<file path="src/rtl/breakout_pkg.sv">
// breakout_pkg: shared types and constants for the Breakout game-flow controller.
//   state_e            : controller states (2-bit, encoding visible on the state port)
//   KEY_START_DEFAULT  : keypad code that starts a game / launches a ball
//   BCD_DIGIT_MAX      : largest value a single BCD digit may hold
package breakout_pkg;

  typedef enum logic [1:0] {
    NEWGAME = 2'b00,
    PLAY    = 2'b01,
    NEWBALL = 2'b10,
    OVER    = 2'b11
  } state_e;

  localparam logic [4:0] KEY_START_DEFAULT = 5'h10;
  localparam logic [3:0] BCD_DIGIT_MAX     = 4'd9;

endpackage

</file>
<file path="src/rtl/bcd_counter4.sv">
// bcd_counter4: 4-digit packed BCD up-counter, saturating at 9999.
//   clk   : clock
//   rstn  : asynchronous active-low reset (value -> 0)
//   clr   : synchronous clear (has priority over inc)
//   inc   : increment by one when not already at 9999
//   value : registered 16-bit packed BCD count
module bcd_counter4
  import breakout_pkg::*;
(
  input  logic        clk,
  input  logic        rstn,
  input  logic        clr,
  input  logic        inc,
  output logic [15:0] value
);

  logic [15:0] value_q, value_d;
  logic        carry;

  always_comb begin
    value_d = value_q;
    carry   = 1'b0;
    if (clr) begin
      value_d = '0;
    end else if (inc && (value_q != 16'h9999)) begin
      // Ripple the +1 through the digits; a digit at 9 rolls to 0 and
      // passes the carry on, the first digit below 9 absorbs it.
      carry = 1'b1;
      for (int unsigned i = 0; i < 4; i++) begin
        if (carry) begin
          if (value_q[i*4 +: 4] == BCD_DIGIT_MAX) begin
            value_d[i*4 +: 4] = 4'd0;
          end else begin
            value_d[i*4 +: 4] = value_q[i*4 +: 4] + 4'd1;
            carry             = 1'b0;
          end
        end
      end
    end
  end

  always_ff @(posedge clk or negedge rstn) begin
    if (!rstn) value_q <= '0;
    else       value_q <= value_d;
  end

  assign value = value_q;

endmodule

</file>
<file path="src/rtl/breakout_game_ctrl.sv">
// breakout_game_ctrl: Breakout game-flow controller (newgame/play/newball/over).
//   clk, rstn   : clock, asynchronous active-low reset
//   key_code    : keypad code, qualified by key_ready (level)
//   hit, miss   : ball events from the graphics stage (level or pulse)
//   gra_still   : freezes ball/paddle motion outside play
//   state       : 00 newgame, 01 play, 10 newball, 11 over
//   balls_left  : remaining balls
//   score_bcd   : 4-digit BCD score
//   seg_data    : registered {hiscore_bcd, score_bcd} for the 7-seg driver
//   hiscore_bcd : best score; only tracked when BREAKOUT_HISCORE_EN is defined,
//                 otherwise tied to 0
// Inputs are edge-detected into registered events, so an input rising edge
// shows up on the outputs two clocks later.
module breakout_game_ctrl
  import breakout_pkg::*;
#(
  parameter int unsigned BALLS        = 3,
  parameter int unsigned DELAY_CYCLES = 100_000_000,
  parameter logic [4:0]  KEY_START    = KEY_START_DEFAULT
) (
  input  logic        clk,
  input  logic        rstn,
  input  logic [4:0]  key_code,
  input  logic        key_ready,
  input  logic        hit,
  input  logic        miss,
  output logic        gra_still,
  output logic [1:0]  state,
  output logic [2:0]  balls_left,
  output logic [15:0] score_bcd,
  output logic [31:0] seg_data,
  output logic [15:0] hiscore_bcd
);

  localparam int unsigned TW         = (DELAY_CYCLES > 1) ? $clog2(DELAY_CYCLES) : 1;
  localparam logic [TW-1:0] TIMER_LOAD = TW'(DELAY_CYCLES - 1);
  localparam logic [2:0]  BALLS_INIT = 3'(BALLS);

  // Edge detectors
  logic key_ready_q, hit_q, miss_q;
  logic key_press_q, key_press_d;
  logic hit_ev_q, hit_ev_d;
  logic miss_ev_q, miss_ev_d;

  assign key_press_d = key_ready & ~key_ready_q & (key_code == KEY_START);
  assign hit_ev_d    = hit & ~hit_q;
  assign miss_ev_d   = miss & ~miss_q;

  always_ff @(posedge clk or negedge rstn) begin
    if (!rstn) begin
      key_ready_q <= 1'b0;
      hit_q       <= 1'b0;
      miss_q      <= 1'b0;
      key_press_q <= 1'b0;
      hit_ev_q    <= 1'b0;
      miss_ev_q   <= 1'b0;
    end else begin
      key_ready_q <= key_ready;
      hit_q       <= hit;
      miss_q      <= miss;
      key_press_q <= key_press_d;
      hit_ev_q    <= hit_ev_d;
      miss_ev_q   <= miss_ev_d;
    end
  end

  // Controller FSM
  state_e        state_q, state_d;
  logic [TW-1:0] timer_q, timer_d;
  logic [2:0]    balls_q, balls_d;
  logic          gra_still_q, gra_still_d;
  logic          score_inc, score_clr;
  logic [15:0]   score;

  always_comb begin
    state_d   = state_q;
    timer_d   = timer_q;
    balls_d   = balls_q;
    score_inc = 1'b0;
    unique case (state_q)
      NEWGAME: begin
        balls_d = BALLS_INIT;
        if (key_press_q) state_d = PLAY;
      end
      PLAY: begin
        score_inc = hit_ev_q;
        if (miss_ev_q) begin
          balls_d = balls_q - 3'd1;
          timer_d = TIMER_LOAD;
          state_d = (balls_q == 3'd1) ? OVER : NEWBALL;
        end
      end
      NEWBALL: begin
        if (timer_q != '0)    timer_d = timer_q - TW'(1);
        else if (key_press_q) state_d = PLAY;
      end
      OVER: begin
        if (timer_q != '0) begin
          timer_d = timer_q - TW'(1);
        end else begin
          state_d = NEWGAME;
          balls_d = BALLS_INIT;
        end
      end
      default: state_d = NEWGAME;
    endcase
  end

  // Score is held at zero for as long as the next state is newgame, which
  // also covers the clear on the over -> newgame transition.
  assign score_clr   = (state_d == NEWGAME);
  assign gra_still_d = (state_d != PLAY);

  always_ff @(posedge clk or negedge rstn) begin
    if (!rstn) begin
      state_q     <= NEWGAME;
      timer_q     <= '0;
      balls_q     <= BALLS_INIT;
      gra_still_q <= 1'b1;
    end else begin
      state_q     <= state_d;
      timer_q     <= timer_d;
      balls_q     <= balls_d;
      gra_still_q <= gra_still_d;
    end
  end

  bcd_counter4 u_score (
    .clk   (clk),
    .rstn  (rstn),
    .clr   (score_clr),
    .inc   (score_inc),
    .value (score)
  );

  // High score
  logic [15:0] hiscore;

`ifdef BREAKOUT_HISCORE_EN
  logic        over_entry_q, over_entry_d;
  logic [15:0] hiscore_q, hiscore_d;

  // The compare is done the cycle after entering over so that a hit landing
  // together with the final miss is already reflected in the score.
  assign over_entry_d = (state_d == OVER) && (state_q != OVER);

  always_comb begin
    hiscore_d = hiscore_q;
    if (over_entry_q && (score > hiscore_q)) hiscore_d = score;
  end

  always_ff @(posedge clk or negedge rstn) begin
    if (!rstn) begin
      over_entry_q <= 1'b0;
      hiscore_q    <= '0;
    end else begin
      over_entry_q <= over_entry_d;
      hiscore_q    <= hiscore_d;
    end
  end

  assign hiscore = hiscore_q;
`else
  assign hiscore = '0;
`endif

  // 7-seg data
  logic [31:0] seg_data_q, seg_data_d;

  assign seg_data_d = {hiscore, score};

  always_ff @(posedge clk or negedge rstn) begin
    if (!rstn) seg_data_q <= '0;
    else       seg_data_q <= seg_data_d;
  end

  assign gra_still   = gra_still_q;
  assign state       = state_q;
  assign balls_left  = balls_q;
  assign score_bcd   = score;
  assign seg_data    = seg_data_q;
  assign hiscore_bcd = hiscore;

endmodule

</file>
<file path="config.mk">
export PLATFORM = sky130hd
export DESIGN_NAME = breakout_game_ctrl
export DESIGN_NICKNAME = d
export VERILOG_FILES = /design/src/rtl/breakout_pkg.sv /design/src/rtl/bcd_counter4.sv /design/src/rtl/breakout_game_ctrl.sv
export SDC_FILE = /design/constraint.sdc
export NUM_CORES = 1
export LEC_CHECK = 0
export BUFFER_PORTS_ARGS = -buffer_cell sky130_fd_sc_hd__clkbuf_2
export CAP_MARGIN = 20
export CORE_ASPECT_RATIO = 1.2
export CORE_MARGIN = 1.5
export CORE_UTILIZATION = 41
export CTS_CLUSTER_SIZE = 8
export DETAILED_ROUTE_END_ITERATION = 12
export PLACE_DENSITY = 0.65
export SLEW_MARGIN = 40
export SYNTH_ARGS = -nofsm -noshare
export SYNTH_HDL_FRONTEND = slang
export SYNTH_HIERARCHICAL = 1
export SYNTH_SLANG_ARGS = --single-unit
</file>
<file path="constraint.sdc">
create_clock -name clk -period 5.65 [get_ports clk]
set_input_delay 1.13 -clock clk [delete_from_list [all_inputs] [get_ports clk]]
set_output_delay 1.13 -clock clk [all_outputs]
set_load 0.01 [all_outputs]
</file>
# Word level (Yosys, flattened, before mapping)
# Cells that the tools add are included.
# word_totals
register_bits	71
elab_cells	91
romBits	0
mem_bits_rw	0
input_bits	10
latch_bits	0
out_inout_bits	70
mem_count	0
# classes
magnitude_cmp	0
n_eq_ne	14
n_reduce_logical	16
mul	0
div	0
n_mux	33
bitwise_logic	7
shifts	0
addsub	6
# op_table
cell	count
two-way mux 27 bit	2
case mux 27 bit (2 select lines)	1
two-way mux 16 bit	2
two-way mux 4 bit	7
nonzero test 27 bit	1
subtractor 27 x 1 -> 27 bit, second input constant	1
adder 4 x 1 -> 4 bit, second input constant	4
== test 4 bit, second input constant	4
inequality test 16 bit, second input constant	1
two-way mux 1 bit	13
nonzero test 2 bit	5
case mux 3 bit (3 select lines)	1
two-way mux 2 bit	4
case mux 2 bit (4 select lines)	1
two-way mux 3 bit	2
AND reduction 2 bit	3
AND reduction 3 bit	2
== test 5 bit, second input constant	1
bitwise AND 1 bit	4
== test 2 bit, second input constant	2
logical NOT 2 bit	2
inequality test 2 x 1 -> 1 bit, second input constant	2
inequality test 2 bit, second input constant	2
== test 3 x 1 -> 1 bit, second input constant	1
6 further kinds	8

# Longest topological paths before layout
# logic_depth
ltp_word	15
depth_mapped	9
ltp_nobuf	7

# Modules after synthesis
# The synthesis kept the hierarchy.
# modules_own_cells
mod	cells_each	area_each_um2	instances	seq_area_each_um2
breakout_game_ctrl	268	2810.2	1	1380.1
bcd_counter4	103	1023.5	1	400.4

# Worst setup path before layout
# Ideal clock, no wire load.
# synth_path
path_kind	reg-to-reg
start	register timer_q[19]
end	register u_score.value_q[15] (netlist: u_score/value[15])
required_time_ns	5.523
arrival_ns	2.395
path_stages_with_launch	8
period_less_slack_ns	2.522
setup_ns	0.127
slack_ns	3.128
n_path_buf	1
path_cell_list	dfrtp_1 > or4_1 > nor3_1 > and4_1 > a31o_2 > clkdlybuf4s25_2 > and2b_1 > mux2_1
# synth_via
elab_chain_len	6
elab_cells_between_ends	9
cone_classes	mux: 4; reduce/logical: 5
# synth_lines
element	line	text
start: declaration	breakout_game_ctrl.sv:69	logic [TW-1:0] timer_q, timer_d;
start signal: assignment	breakout_game_ctrl.sv:122	timer_q <= timer_d;
nonzero test 27 bit (*)	breakout_game_ctrl.sv:94, breakout_game_ctrl.sv:98	
two-way mux 2 bit, on equally long branches	breakout_game_ctrl.sv:98, breakout_game_ctrl.sv:94	
case mux 2 bit (4 select lines) (*)	breakout_game_ctrl.sv:80	unique case (state_q)
logical NOT 2 bit (*)	breakout_game_ctrl.sv:111	assign score_clr = (state_d == NEWGAME);
net score_clr	breakout_game_ctrl.sv:72	logic score_inc, score_clr;
nonzero test 2 bit (no source line)	n/a	
AND reduction 2 bit (no source line)	n/a	
end signal: assignment	bcd_counter4.sv:44	else value_q <= value_d;
end: declaration	bcd_counter4.sv:17	logic [15:0] value_q, value_d;
# The timed path passes the listed nets; every way through them passes the cells marked *.
# A chain may end at the register's enable or synchronous reset.

# Worst setup path after layout
# Ends and elaborated chain as after synthesis.

==> impl_metrics.env <==
export IMPL_area_growth_pct=12.1
export IMPL_comb_power_share=0.255
export IMPL_cp_data_required_time_ns=5.89
export IMPL_post_cts_resized=0
export IMPL_htree_levels=3
export IMPL_num_rows=38
export IMPL_postSynthAreaPerCell_um2=10.3
export IMPL_cts_buffer_depth=2
export IMPL_fp_dieH_um=109
export IMPL_status="finished, final reports clean"
export IMPL_period_needed_ns=2.71
export IMPL_dp_hpwl_um=5740
export IMPL_wl_per_cell_um=15.0
export IMPL_synth_top_area_share=0.444
export IMPL_p_int_mw=1.08
export IMPL_crit_type="reg2reg"
export IMPL_cap_violations=0
export IMPL_hold_path_class="reg2reg"
export IMPL_worstMarginPinSlew_ns=0.732
export IMPL_slew_violations=0
export IMPL_drt_wl_total_um=8120
export IMPL_clk_pin_slew_worst_paths_ns=0.08
export IMPL_synthArstFlopShare=1.00
export IMPL_postCtsSetupRepairBufs=0
export IMPL_clock_sinks=71
export IMPL_rsz0062_at_grt="false"
export IMPL_crit_family="simple AND/OR/NAND/NOR gates"
export IMPL_p_leak_nw=2.09
export IMPL_ff2ff_path_depth=6
export IMPL_grt_max_degree=60
export IMPL_gp_congestion=0.888
export IMPL_grt_overflow_total=0
export IMPL_cts_buffers=9
export IMPL_placement_io_buffers=47
export IMPL_yosysWarnings=6
export IMPL_fin_crit_sh=0.480
export IMPL_n_fill_cell=861
export IMPL_vias_per_cell=5.42
export IMPL_cp_start_kind="flop"
export IMPL_critPathMaxFanout=17
export IMPL_firstDrtPassIters=4
export IMPL_syn_inst=371
export IMPL_drc_errors=0
export IMPL_power_net_switching_mw=0.616
export IMPL_syn_area_mm2=0.00383
export IMPL_vias=2939
export IMPL_cts_root_buf="clkbuf_8"
export IMPL_cts_tree="built"
export IMPL_finalNetCount=439
export IMPL_synth_edf_count=0
export IMPL_fp_dieArea_mm2=0.00994
export IMPL_ys_seq_area_frac=0.464
export IMPL_final_hold_viol_count=0
export IMPL_first_global_vias=2841
export IMPL_p_sw_frac=0.364
export IMPL_chipWidth_um=91.3
export IMPL_tns_ns=0
export IMPL_initial_core_util=0.422
export IMPL_fmax_mhz=369
export IMPL_synth_area_leaders="dfrtp_1, buf_4, ha_1"
export IMPL_drive_above_1_share=0.209
export IMPL_top_level_ports=80
export IMPL_crit_path_top_delay_cell="or4_1"
export IMPL_grtUsageTotal=0.174
export IMPL_drtIter0Drc=156
export IMPL_grt_pass1_wl_um=13600
export IMPL_antenna_found_initial=0
export IMPL_cpPeakStageDelay_ns=0.60
export IMPL_antennaDiodeCount=0
export IMPL_relSlewSlack=0.509
export IMPL_end_kind="flop"
export IMPL_peakVddDrop_uv=202
export IMPL_cts_hold_buf=0
export IMPL_setup_viol=0
export IMPL_worstPathArrival_ns=2.95
export IMPL_critPathBufInv=0
export IMPL_synth_cell_types=69
export IMPL_insertion_delay_ns=0.36
export IMPL_crit_cells=6
export IMPL_skew_ns=0.0181
export IMPL_power_frac_seq=0.442
export IMPL_synth_flop_cell="dfrtp_1"
export IMPL_synth_largest_area_cell="dfrtp_1"
export IMPL_power_frac_clock=0.303
export IMPL_cellPowerDensity_mw_per_mm2=394
export IMPL_yosys_register_bits=71
export IMPL_path_cells="or4_1, nor3_1, and4_1, a31o_2, and2b_1, mux2_1"
export IMPL_hold_depth=1
export IMPL_ant_nets=0
export IMPL_core_region_area_mm2=0.00908
export IMPL_postLayoutCoreUtil=0.473
-- cells by family (layout without fill, tap and decap cells) --
logic type / Yosys count / in the layout / share of synthesized area
DFF: 71 / 71 / 0.464
muxes: 8 / 8 / 0.0215
buffers and inverters: 55 / 75 / 0.0898
adders and majority gates: 12 / 12 / 0.0392
and+or+nand+nor: 143 / 143 / 0.236
AOI/OAI and AO/OA: 73 / 73 / 0.130
other: 1 / 32 / 0.000978
xor gates and xnor gates: 8 / 8 / 0.0183
-- cell usage in the layout (no fill, tap or decap), types with 6 or more instances in the layout --
cell and count:
conb_1 32, nand3_1 12, mux2i_1 6, nand2b_1 6
a31oi_1 6, nor2_1 25, clkbuf_8 10, dfrtp_1 68
inv_1 11, clkbuf_2 46, o21ai_0 9, ha_1 12
nor4_1 9, nand2_1 22, nand4_1 6, a21oi_1 18
nor3_1 12, o31ai_1 7
-- stage by stage --
| stage | power, mW | cell area, µm² | cells | setup WS (ns) | hold slack, ns |
|---|---|---|---|---|---|
| finish | 1.69 | 4300 | 542 | 2.94 | 0.395 |
| global route | 1.80 | 4300 | 542 | 2.68 | 0.412 |
| CTS | 1.70 | 4290 | 542 | 2.95 | 0.397 |
| detailed placement | 1.18 | 4040 | 526 | 2.97 | 0.385 |
| global placement | 1.16 | 4040 | 526 | 3.03 | 0.384 |
| floorplan | 1.08 | 3950 | 402 | 3.13 | 0.378 |
-- registers in the layout, summed over array words and instances (netlist names), 2 cells and up --
signal / count
balls_left: 3
seg_data: 16
state: 2
timer_q: 27
u_score/value: 16
-- metal layers --
metal  track usage  up-vias  share of wire
met2         0.290       76           0.50
met4        0.0759        0          0.015
met5             0        -              0
li1              -     1401              -
met1         0.221     1448           0.45
met3        0.0342       14          0.037
-- power groups by stage --
stage | Combinational [mW] | Clock [mW] | Sequential, mW
finish | 0.432 | 0.513 | 0.748
CTS | 0.431 | 0.522 | 0.744
floorplan | 0.374 | 0 | 0.706
global route | 0.484 | 0.543 | 0.768
detailed placement | 0.427 | 0 | 0.753
global placement | 0.418 | 0 | 0.743
-- Yosys cell counts, types with 6 or more instances --
cell,n
nand3_1,12
nor2_1,25
inv_1,11
a31oi_1,6
mux2i_1,6
nand2_1,22
ha_1,12
nor4_1,9
clkbuf_1,9
dfrtp_1,68
buf_4,33
o31ai_1,7
nand2b_1,6
nand4_1,6
a21oi_1,18
nor3_1,12
o21ai_0,9
-- worst paths after layout --
path / endpoint / start / slack [ns]
worst max-delay path: u_score/value[15] / timer_q[19] / 2.94
worst min-delay path: hit_ev_q / hit_q / 0.40
worst max register to register: u_score/value[15] / timer_q[19] / 2.94
max in group asynchronous: seg_data[1] / rstn / 4.18
worst min register to register: hit_ev_q / hit_q / 0.40
min in group asynchronous: timer_q[5] / rstn / 0.65
-- layout make-up --
type                            instances  area [µm²]  area share
Clock buffer                           10         138      0.0320
Clock inverter                          6         115      0.0268
Inverter                               11        41.3     0.00961
Multi-Input combinational cell        276        1830       0.425
Sequential cell                        71        1780       0.414
Tap cell                              120         150      0.0349
Timing Repair Buffer                   48         246      0.0574
No activity file was read; power rests on OpenSTA's default activity.
